## src/rtl/poly_taps_loader.sv

```systemverilog
// poly_taps_loader
// Initiator of the polynomial estimator tap-programming stream. Holds a
// host-writable shadow bank of single-precision taps. On a load command it
// drops the estimator enable for two cycles, streams the taps in index order
// over valid/ready, then waits a bounded time for the estimator done flag.
module poly_taps_loader #(
    parameter int unsigned G_POLY_ORDER   = 5,
    parameter int unsigned G_DONE_TIMEOUT = 1024,
    localparam int unsigned C_FP_DWIDTH   = 32
) (
    input  logic                   clk,
    input  logic                   reset_n,
    input  logic                   cfg_wr_en,
    input  logic [7:0]             cfg_wr_addr,
    input  logic [C_FP_DWIDTH-1:0] cfg_wr_data,
    output logic                   cfg_wr_err,
    input  logic                   load_start,
    output logic                   busy,
    output logic                   load_ok,
    output logic                   load_err,
    output logic                   est_enable,
    output logic [C_FP_DWIDTH-1:0] taps_prog_dout,
    output logic                   taps_prog_dout_valid,
    input  logic                   taps_prog_dout_ready,
    input  logic                   taps_prog_done
);

    // Index width sized so every index value addresses a real bank slot;
    // slots at or above G_POLY_ORDER are never written and stay zero.
    localparam int unsigned C_IDX_W      = (G_POLY_ORDER > 1) ? $clog2(G_POLY_ORDER) : 1;
    localparam int unsigned C_BANK_DEPTH = 1 << C_IDX_W;
    localparam int unsigned C_TMO_W      = $clog2(G_DONE_TIMEOUT + 1);

    localparam logic [C_IDX_W-1:0] C_LAST_IDX = C_IDX_W'(G_POLY_ORDER - 1);
    localparam logic [C_TMO_W-1:0] C_TMO_LAST = C_TMO_W'(G_DONE_TIMEOUT - 1);
    localparam logic [7:0]         C_ORDER_8  = 8'(G_POLY_ORDER);
    // DISABLE lasts for (C_DIS_LOAD + 1) cycles.
    localparam logic [1:0]         C_DIS_LOAD = 2'd1;

    typedef enum logic [2:0] {
        ST_IDLE      = 3'd0,
        ST_DISABLE   = 3'd1,
        ST_STREAM    = 3'd2,
        ST_WAIT_DONE = 3'd3,
        ST_OK        = 3'd4,
        ST_ERR       = 3'd5
    } state_t;

    state_t                   state_r;
    state_t                   state_nxt_s;

    logic [C_FP_DWIDTH-1:0]   bank_r [C_BANK_DEPTH];

    logic [C_IDX_W-1:0]       idx_r;
    logic [C_IDX_W-1:0]       idx_nxt_s;
    logic [C_IDX_W-1:0]       idx_inc_s;
    logic [1:0]               dis_cnt_r;
    logic [1:0]               dis_cnt_nxt_s;
    logic [C_TMO_W-1:0]       tmo_cnt_r;
    logic [C_TMO_W-1:0]       tmo_cnt_nxt_s;

    logic                     busy_r;
    logic                     busy_nxt_s;
    logic                     ok_r;
    logic                     ok_nxt_s;
    logic                     err_r;
    logic                     err_nxt_s;
    logic                     en_r;
    logic                     en_nxt_s;
    logic                     valid_r;
    logic                     valid_nxt_s;
    logic [C_FP_DWIDTH-1:0]   dout_r;
    logic [C_FP_DWIDTH-1:0]   dout_nxt_s;
    logic                     wr_err_r;

    logic                     idle_like_s;
    logic                     start_s;
    logic                     xfer_s;
    logic                     wr_ok_s;

    // The bank is writable and a load may start only while no load is in flight.
    assign idle_like_s = (state_r == ST_IDLE) || (state_r == ST_OK) || (state_r == ST_ERR);
    assign start_s     = load_start && idle_like_s;
    assign xfer_s      = valid_r && taps_prog_dout_ready;
    assign wr_ok_s     = cfg_wr_en && idle_like_s && (cfg_wr_addr < C_ORDER_8);
    assign idx_inc_s   = idx_r + C_IDX_W'(1);

    assign cfg_wr_err           = wr_err_r;
    assign busy                 = busy_r;
    assign load_ok              = ok_r;
    assign load_err             = err_r;
    assign est_enable           = en_r;
    assign taps_prog_dout       = dout_r;
    assign taps_prog_dout_valid = valid_r;

    // Shadow bank update and one-cycle rejection pulse for refused writes.
    always_ff @(posedge clk or negedge reset_n) begin
        if (!reset_n) begin
            for (int i = 0; i < int'(C_BANK_DEPTH); i++) begin
                bank_r[i] <= {C_FP_DWIDTH{1'b0}};
            end
            wr_err_r <= 1'b0;
        end else begin
            if (wr_ok_s) begin
                bank_r[cfg_wr_addr[C_IDX_W-1:0]] <= cfg_wr_data;
            end
            wr_err_r <= cfg_wr_en && !wr_ok_s;
        end
    end

    // FSM state register.
    always_ff @(posedge clk or negedge reset_n) begin
        if (!reset_n) begin
            state_r <= ST_IDLE;
        end else begin
            state_r <= state_nxt_s;
        end
    end

    // FSM next-state decode.
    always_comb begin
        state_nxt_s = state_r;
        case (state_r)
            ST_IDLE, ST_OK, ST_ERR: begin
                if (start_s) begin
                    state_nxt_s = ST_DISABLE;
                end else begin
                    state_nxt_s = state_r;
                end
            end
            ST_DISABLE: begin
                if (dis_cnt_r == 2'd0) begin
                    state_nxt_s = ST_STREAM;
                end else begin
                    state_nxt_s = ST_DISABLE;
                end
            end
            ST_STREAM: begin
                if (xfer_s && (idx_r == C_LAST_IDX)) begin
                    state_nxt_s = ST_WAIT_DONE;
                end else begin
                    state_nxt_s = ST_STREAM;
                end
            end
            ST_WAIT_DONE: begin
                // Done wins over a timeout landing on the same cycle.
                if (taps_prog_done) begin
                    state_nxt_s = ST_OK;
                end else if (tmo_cnt_r == C_TMO_LAST) begin
                    state_nxt_s = ST_ERR;
                end else begin
                    state_nxt_s = ST_WAIT_DONE;
                end
            end
            default: begin
                state_nxt_s = ST_IDLE;
            end
        endcase
    end

    // FSM output decode: next values of the registered outputs and counters.
    always_comb begin
        idx_nxt_s     = idx_r;
        dis_cnt_nxt_s = dis_cnt_r;
        tmo_cnt_nxt_s = tmo_cnt_r;
        busy_nxt_s    = busy_r;
        ok_nxt_s      = ok_r;
        err_nxt_s     = err_r;
        en_nxt_s      = en_r;
        valid_nxt_s   = valid_r;
        dout_nxt_s    = dout_r;
        case (state_r)
            ST_IDLE, ST_OK, ST_ERR: begin
                if (start_s) begin
                    busy_nxt_s    = 1'b1;
                    ok_nxt_s      = 1'b0;
                    err_nxt_s     = 1'b0;
                    en_nxt_s      = 1'b0;
                    dis_cnt_nxt_s = C_DIS_LOAD;
                    idx_nxt_s     = {C_IDX_W{1'b0}};
                end else begin
                    busy_nxt_s    = 1'b0;
                end
            end
            ST_DISABLE: begin
                if (dis_cnt_r == 2'd0) begin
                    // Enable and first word appear together.
                    en_nxt_s    = 1'b1;
                    valid_nxt_s = 1'b1;
                    dout_nxt_s  = bank_r[0];
                end else begin
                    dis_cnt_nxt_s = dis_cnt_r - 2'd1;
                end
            end
            ST_STREAM: begin
                if (xfer_s) begin
                    if (idx_r == C_LAST_IDX) begin
                        valid_nxt_s   = 1'b0;
                        tmo_cnt_nxt_s = {C_TMO_W{1'b0}};
                    end else begin
                        idx_nxt_s  = idx_inc_s;
                        dout_nxt_s = bank_r[idx_inc_s];
                    end
                end else begin
                    // Word is held until the estimator accepts it.
                    valid_nxt_s = valid_r;
                end
            end
            ST_WAIT_DONE: begin
                if (taps_prog_done) begin
                    ok_nxt_s   = 1'b1;
                    busy_nxt_s = 1'b0;
                end else if (tmo_cnt_r == C_TMO_LAST) begin
                    err_nxt_s  = 1'b1;
                    busy_nxt_s = 1'b0;
                    en_nxt_s   = 1'b0;
                end else begin
                    tmo_cnt_nxt_s = tmo_cnt_r + C_TMO_W'(1);
                end
            end
            default: begin
                idx_nxt_s     = {C_IDX_W{1'b0}};
                dis_cnt_nxt_s = 2'd0;
                tmo_cnt_nxt_s = {C_TMO_W{1'b0}};
                busy_nxt_s    = 1'b0;
                ok_nxt_s      = 1'b0;
                err_nxt_s     = 1'b0;
                en_nxt_s      = 1'b0;
                valid_nxt_s   = 1'b0;
                dout_nxt_s    = {C_FP_DWIDTH{1'b0}};
            end
        endcase
    end

    // Registered outputs, tap index and the disable/timeout counters.
    always_ff @(posedge clk or negedge reset_n) begin
        if (!reset_n) begin
            idx_r     <= {C_IDX_W{1'b0}};
            dis_cnt_r <= 2'd0;
            tmo_cnt_r <= {C_TMO_W{1'b0}};
            busy_r    <= 1'b0;
            ok_r      <= 1'b0;
            err_r     <= 1'b0;
            en_r      <= 1'b0;
            valid_r   <= 1'b0;
            dout_r    <= {C_FP_DWIDTH{1'b0}};
        end else begin
            idx_r     <= idx_nxt_s;
            dis_cnt_r <= dis_cnt_nxt_s;
            tmo_cnt_r <= tmo_cnt_nxt_s;
            busy_r    <= busy_nxt_s;
            ok_r      <= ok_nxt_s;
            err_r     <= err_nxt_s;
            en_r      <= en_nxt_s;
            valid_r   <= valid_nxt_s;
            dout_r    <= dout_nxt_s;
        end
    end

endmodule

```

## config.mk

```make
export PLATFORM = sky130hd
export DESIGN_NAME = poly_taps_loader
export DESIGN_NICKNAME = d
export VERILOG_FILES = /design/src/rtl/poly_taps_loader.sv
export SDC_FILE = /design/constraint.sdc
export NUM_CORES = 1
export LEC_CHECK = 0
export CAP_MARGIN = 20
export CORE_ASPECT_RATIO = 0.6
export CORE_MARGIN = 8
export CORE_UTILIZATION = 40
export CTS_BUF_LIST = sky130_fd_sc_hd__clkbuf_4 sky130_fd_sc_hd__clkbuf_8
export DETAILED_ROUTE_END_ITERATION = 6
export GPL_TIMING_DRIVEN = 0
export PLACE_DENSITY = 0.59
export SLEW_MARGIN = 20
export SYNTH_ARGS = -nofsm -noshare
export SYNTH_HDL_FRONTEND = slang
export SYNTH_SLANG_ARGS = --single-unit
```

## constraint.sdc

```tcl
create_clock -name clk -period 3.2 [get_ports clk]
set_clock_uncertainty 0.15 [all_clocks]
set_input_delay 0.64 -clock clk [delete_from_list [all_inputs] [get_ports clk]]
set_output_delay 0.64 -clock clk [all_outputs]
set_load 0.1 [all_outputs]
```

==> results.json <==
{
  "portBuffers": 83,
  "layout_min_cycle_time_ns": 3.05,
  "cts_buffers": 47,
  "grt_usage": 0.165,
  "antenna_found_initial": 0,
  "synth_top_area_frac": 0.591,
  "cts.sinks": 313,
  "synth_edf_count": 0,
  "layout.nets": 1151,
  "dr.pass1.iters": 5,
  "place.gp.congestion": 0.768,
  "h-tree-depth": 2,
  "die_w_um": 251,
  "p_seq_frac": 0.359,
  "pin_count": 84,
  "intPower_mw": 7.68,
  "clk_latency_ns": 0.60,
  "dp_cells": 1473,
  "finalWirelength_mm": 32.0,
  "ys_seq_elements": 313,
  "rrSetupSlack_ns": 0.18,
  "hold_path.class": "flop to flop",
  "cts_buffer_depth": 3,
  "initial_utilization": 0.407,
  "avgSynthCellArea_um2": 13.8,
  "max_slew_margin": 0.314,
  "path_clk_slew_ns": 0.06,
  "drt-initial-drc-count": 548,
  "drc": 0,
  "synthTopCellsByArea": "dfrtp_1, mux2_2, mux4_2, clkbuf_1, a22oi_1",
  "finalSetupTns_ns": 0,
  "post-route-period-util": 0.952,
  "yosysTopAreaCell": "dfrtp_1",
  "power.static_leakage_nw": 7.19,
  "setup_viol": 0,
  "syn-num-nets": 1013,
  "power_density_nw_per_um2": 836,
  "avgViaCountPerCell": 5.20,
  "die_y_um": 157,
  "areaGrowthSynthToFinish_pct": 18.9,
  "netSwitchingFraction": 0.417,
  "grt_pass1_wl_mm": 50.6,
  "cts-root-buf": "clkbuf_8",
  "clockPowerShare": 0.262,
  "synth_cell_types": 43,
  "status": "finished clean",
  "core_um2": 32500,
  "cp.arrival_ns": 3.35,
  "grt_pass1_vias": 8499,
  "drv_cap": 0,
  "rsz0062_at_grt": "no",
  "grt_overflow": 0,
  "startpoint_type": "primary input",
  "cp-endpoint": "bank_r[96]$_DFFE_PN0P_",
  "max_freq_mhz": 328,
  "yosys_warnings": 0,
  "r2r_cells": 10,
  "cp_data_required_time_ns": 3.50,
  "synthesis.area_um2": 13200,
  "endpoint_kind": "flop",
  "peakVddDrop_v": 0.000555,
  "reg2reg_from": "idx_r[0]$_DFFE_PN0P_",
  "fin_hold_ws_ns": 0.300,
  "total_power_mw": 13.2,
  "hold_viol": 0,
  "ys.flop_type": "dfrtp_1",
  "maxSlewViolCount": 0,
  "grt_max_degree": 95,
  "tightest_slew_ns": 1.03,
  "pwr-share-comb": 0.379,
  "std_cell_rows": 51,
  "instances_no_fill": 1560,
  "worstPathMaxFanout": 10,
  "drive_above_1_share": 0.307,
  "yosysSeqAreaShare": 0.591,
  "num_vias": 8107,
  "avgRoutedWirePerCell_um": 20.5,
  "die-area_um2": 39400,
  "power.switching_mw": 5.50,
  "syn_inst": 963,
  "startpoint": "cfg_wr_addr[7]",
  "r2r_end": "taps_prog_dout[9]$_DFFE_PN0P_",
  "synth_async_sr_flop_share": 1.00,
  "path_class": "primary input to flop",
  "fillers": 2903,
  "cts_tree": "built",
  "place_hpwl_mm": 20.9,
  "final_antenna_net_count": 0
}
==> cells in the mapped netlist (2+ instances only) <==
| cell type | instances |
|---|---|
| nor3_1 | 6 |
| nor4_1 | 3 |
| mux4_2 | 64 |
| nor2b_1 | 7 |
| o21ai_0 | 16 |
| buf_1 | 2 |
| and2_1 | 2 |
| mux2i_1 | 2 |
| buf_4 | 6 |
| nor2_2 | 2 |
| nor2_1 | 50 |
| or2_2 | 2 |
| mux2_2 | 154 |
| inv_1 | 7 |
| a21o_1 | 4 |
| ha_1 | 4 |
| o22a_1 | 3 |
| dfrtp_1 | 313 |
| o31ai_1 | 2 |
| a22oi_1 | 33 |
| nand3_1 | 7 |
| a22o_1 | 3 |
| clkbuf_1 | 126 |
| mux2_1 | 8 |
| buf_2 | 15 |
| and3_1 | 2 |
| o21a_1 | 4 |
| nand2b_1 | 8 |
| nand4_1 | 3 |
| a21oi_1 | 12 |
| nand2_1 | 46 |
| a31oi_1 | 36 |
==> layer usage <==
metal | wire [um] | GRT usage
met1 | 15900 | 0.247
met2 | 13900 | 0.241
met3 | 1520 | 0.0329
met4 | 656 | 0.0472
met5 | 0 | 0
==> stage by stage <==
| step | cell area (um^2) | utilization | setup WS [ns] |
|---|---|---|---|
| after global routing | 15700 | 0.484 | 0.00348 |
| after global placement | 14600 | 0.449 | -12.46 |
| after floorplan | 13200 | - | 0.284 |
| final | 15800 | 0.484 | 0.154 |
| after detailed placement | 14700 | 0.452 | -0.769 |
| after CTS | 15700 | 0.484 | 0.00909 |
==> flip-flops by register name, indices dropped and copies added, names as in the netlist <==
signal,cells
bank_r,256
taps_prog_dout,32
tmo_cnt_r,11
idx_r,3
state_r,3
dis_cnt_r,2
busy,1
cfg_wr_err,1
est_enable,1
load_err,1
load_ok,1
taps_prog_dout_valid,1
==> kinds of logic after synthesis <==
kind of cell,after synthesis,synth area share
DFF,313,0.591
muxes,228,0.248
buffers and inverters,156,0.0473
and+or+nand+nor,143,0.0502
AOI/OAI and AO/OA,118,0.0588
adders and majority gates,4,0.00378
xor gates and xnor gates,1,0.000661
==> cell usage in the layout, fill, tap and decap left out, types with 3 or more instances in the layout <==
| cell | count |
|---|---|
| nand2b_1 | 8 |
| buf_16 | 3 |
| nand2_1 | 46 |
| nand3_1 | 7 |
| o22a_1 | 3 |
| clkbuf_8 | 62 |
| o21ai_0 | 16 |
| a21oi_1 | 12 |
| mux4_2 | 64 |
| clkdlybuf4s50_1 | 82 |
| nand4_1 | 3 |
| o21a_1 | 4 |
| nor3_1 | 6 |
| clkinv_2 | 8 |
| mux2_2 | 154 |
| ha_1 | 4 |
| clkbuf_2 | 7 |
| clkbuf_1 | 115 |
| inv_1 | 7 |
| a21o_1 | 4 |
| dfrtp_1 | 313 |
| a22oi_1 | 33 |
| clkbuf_4 | 11 |
| buf_4 | 14 |
| nor4_1 | 3 |
| buf_2 | 14 |
| nor2b_1 | 7 |
| a31oi_1 | 36 |
| a22o_1 | 3 |
| nor2_1 | 50 |
| mux2_1 | 8 |
==> power by group through the flow <==
stage	registers, mW	logic (mW)	clock network (mW)
finish	4.73	5.00	3.45
CTS	4.73	5.04	3.56
global placement	4.80	4.93	0
floorplan	6.34	1.81	0
global route	4.78	5.27	3.72
detailed placement	4.80	4.99	0
==> worst min path at each step <==
stage / start / to / slack [ns] / depth (start not counted)
after floorplan: reset_n / bank_r[0]$_DFFE_PN0P_ / 0.19 / 0
after global placement: bank_r[1]$_DFFE_PN0P_ / bank_r[1]$_DFFE_PN0P_ / 0.28 / 1
after detailed placement: bank_r[15]$_DFFE_PN0P_ / bank_r[15]$_DFFE_PN0P_ / 0.29 / 1
after CTS: bank_r[15]$_DFFE_PN0P_ / bank_r[15]$_DFFE_PN0P_ / 0.31 / 1
after global routing: bank_r[49]$_DFFE_PN0P_ / bank_r[49]$_DFFE_PN0P_ / 0.31 / 1
final: bank_r[49]$_DFFE_PN0P_ / bank_r[49]$_DFFE_PN0P_ / 0.30 / 1
==> layout make-up <==
cell class | count | area, um^2 | area share
timing repair buffer | 89 | 943 | 0.0599
multi-input combinational | 494 | 4790 | 0.304
inverter | 7 | 26.3 | 0.00167
tap | 424 | 531 | 0.0337
clock inverter | 11 | 66.3 | 0.00421
sequential | 313 | 7830 | 0.497
antenna | 1 | 2.50 | 0.000159
buffer | 149 | 634 | 0.0403
clock buffer | 72 | 928 | 0.0589
==> critical path, cell delays in order <==
cell and delay [ns]:
clkdlybuf4s50_1 0.40, or4_4 0.56, nor4_1 0.48, nand3_1 0.50, buf_2 0.40, mux2_1 0.35
==> timing repair <==
item                                    4_1_cts  5_1_grt
hold buffers                                  1        0
endpoints found under the hold margin        59        0
gates resized for setup                      15       11
pin swaps                                     1        0
endpoints found under the setup margin       33       33
buffers inserted                              2        0
Power figures use the tool's default switching activity.
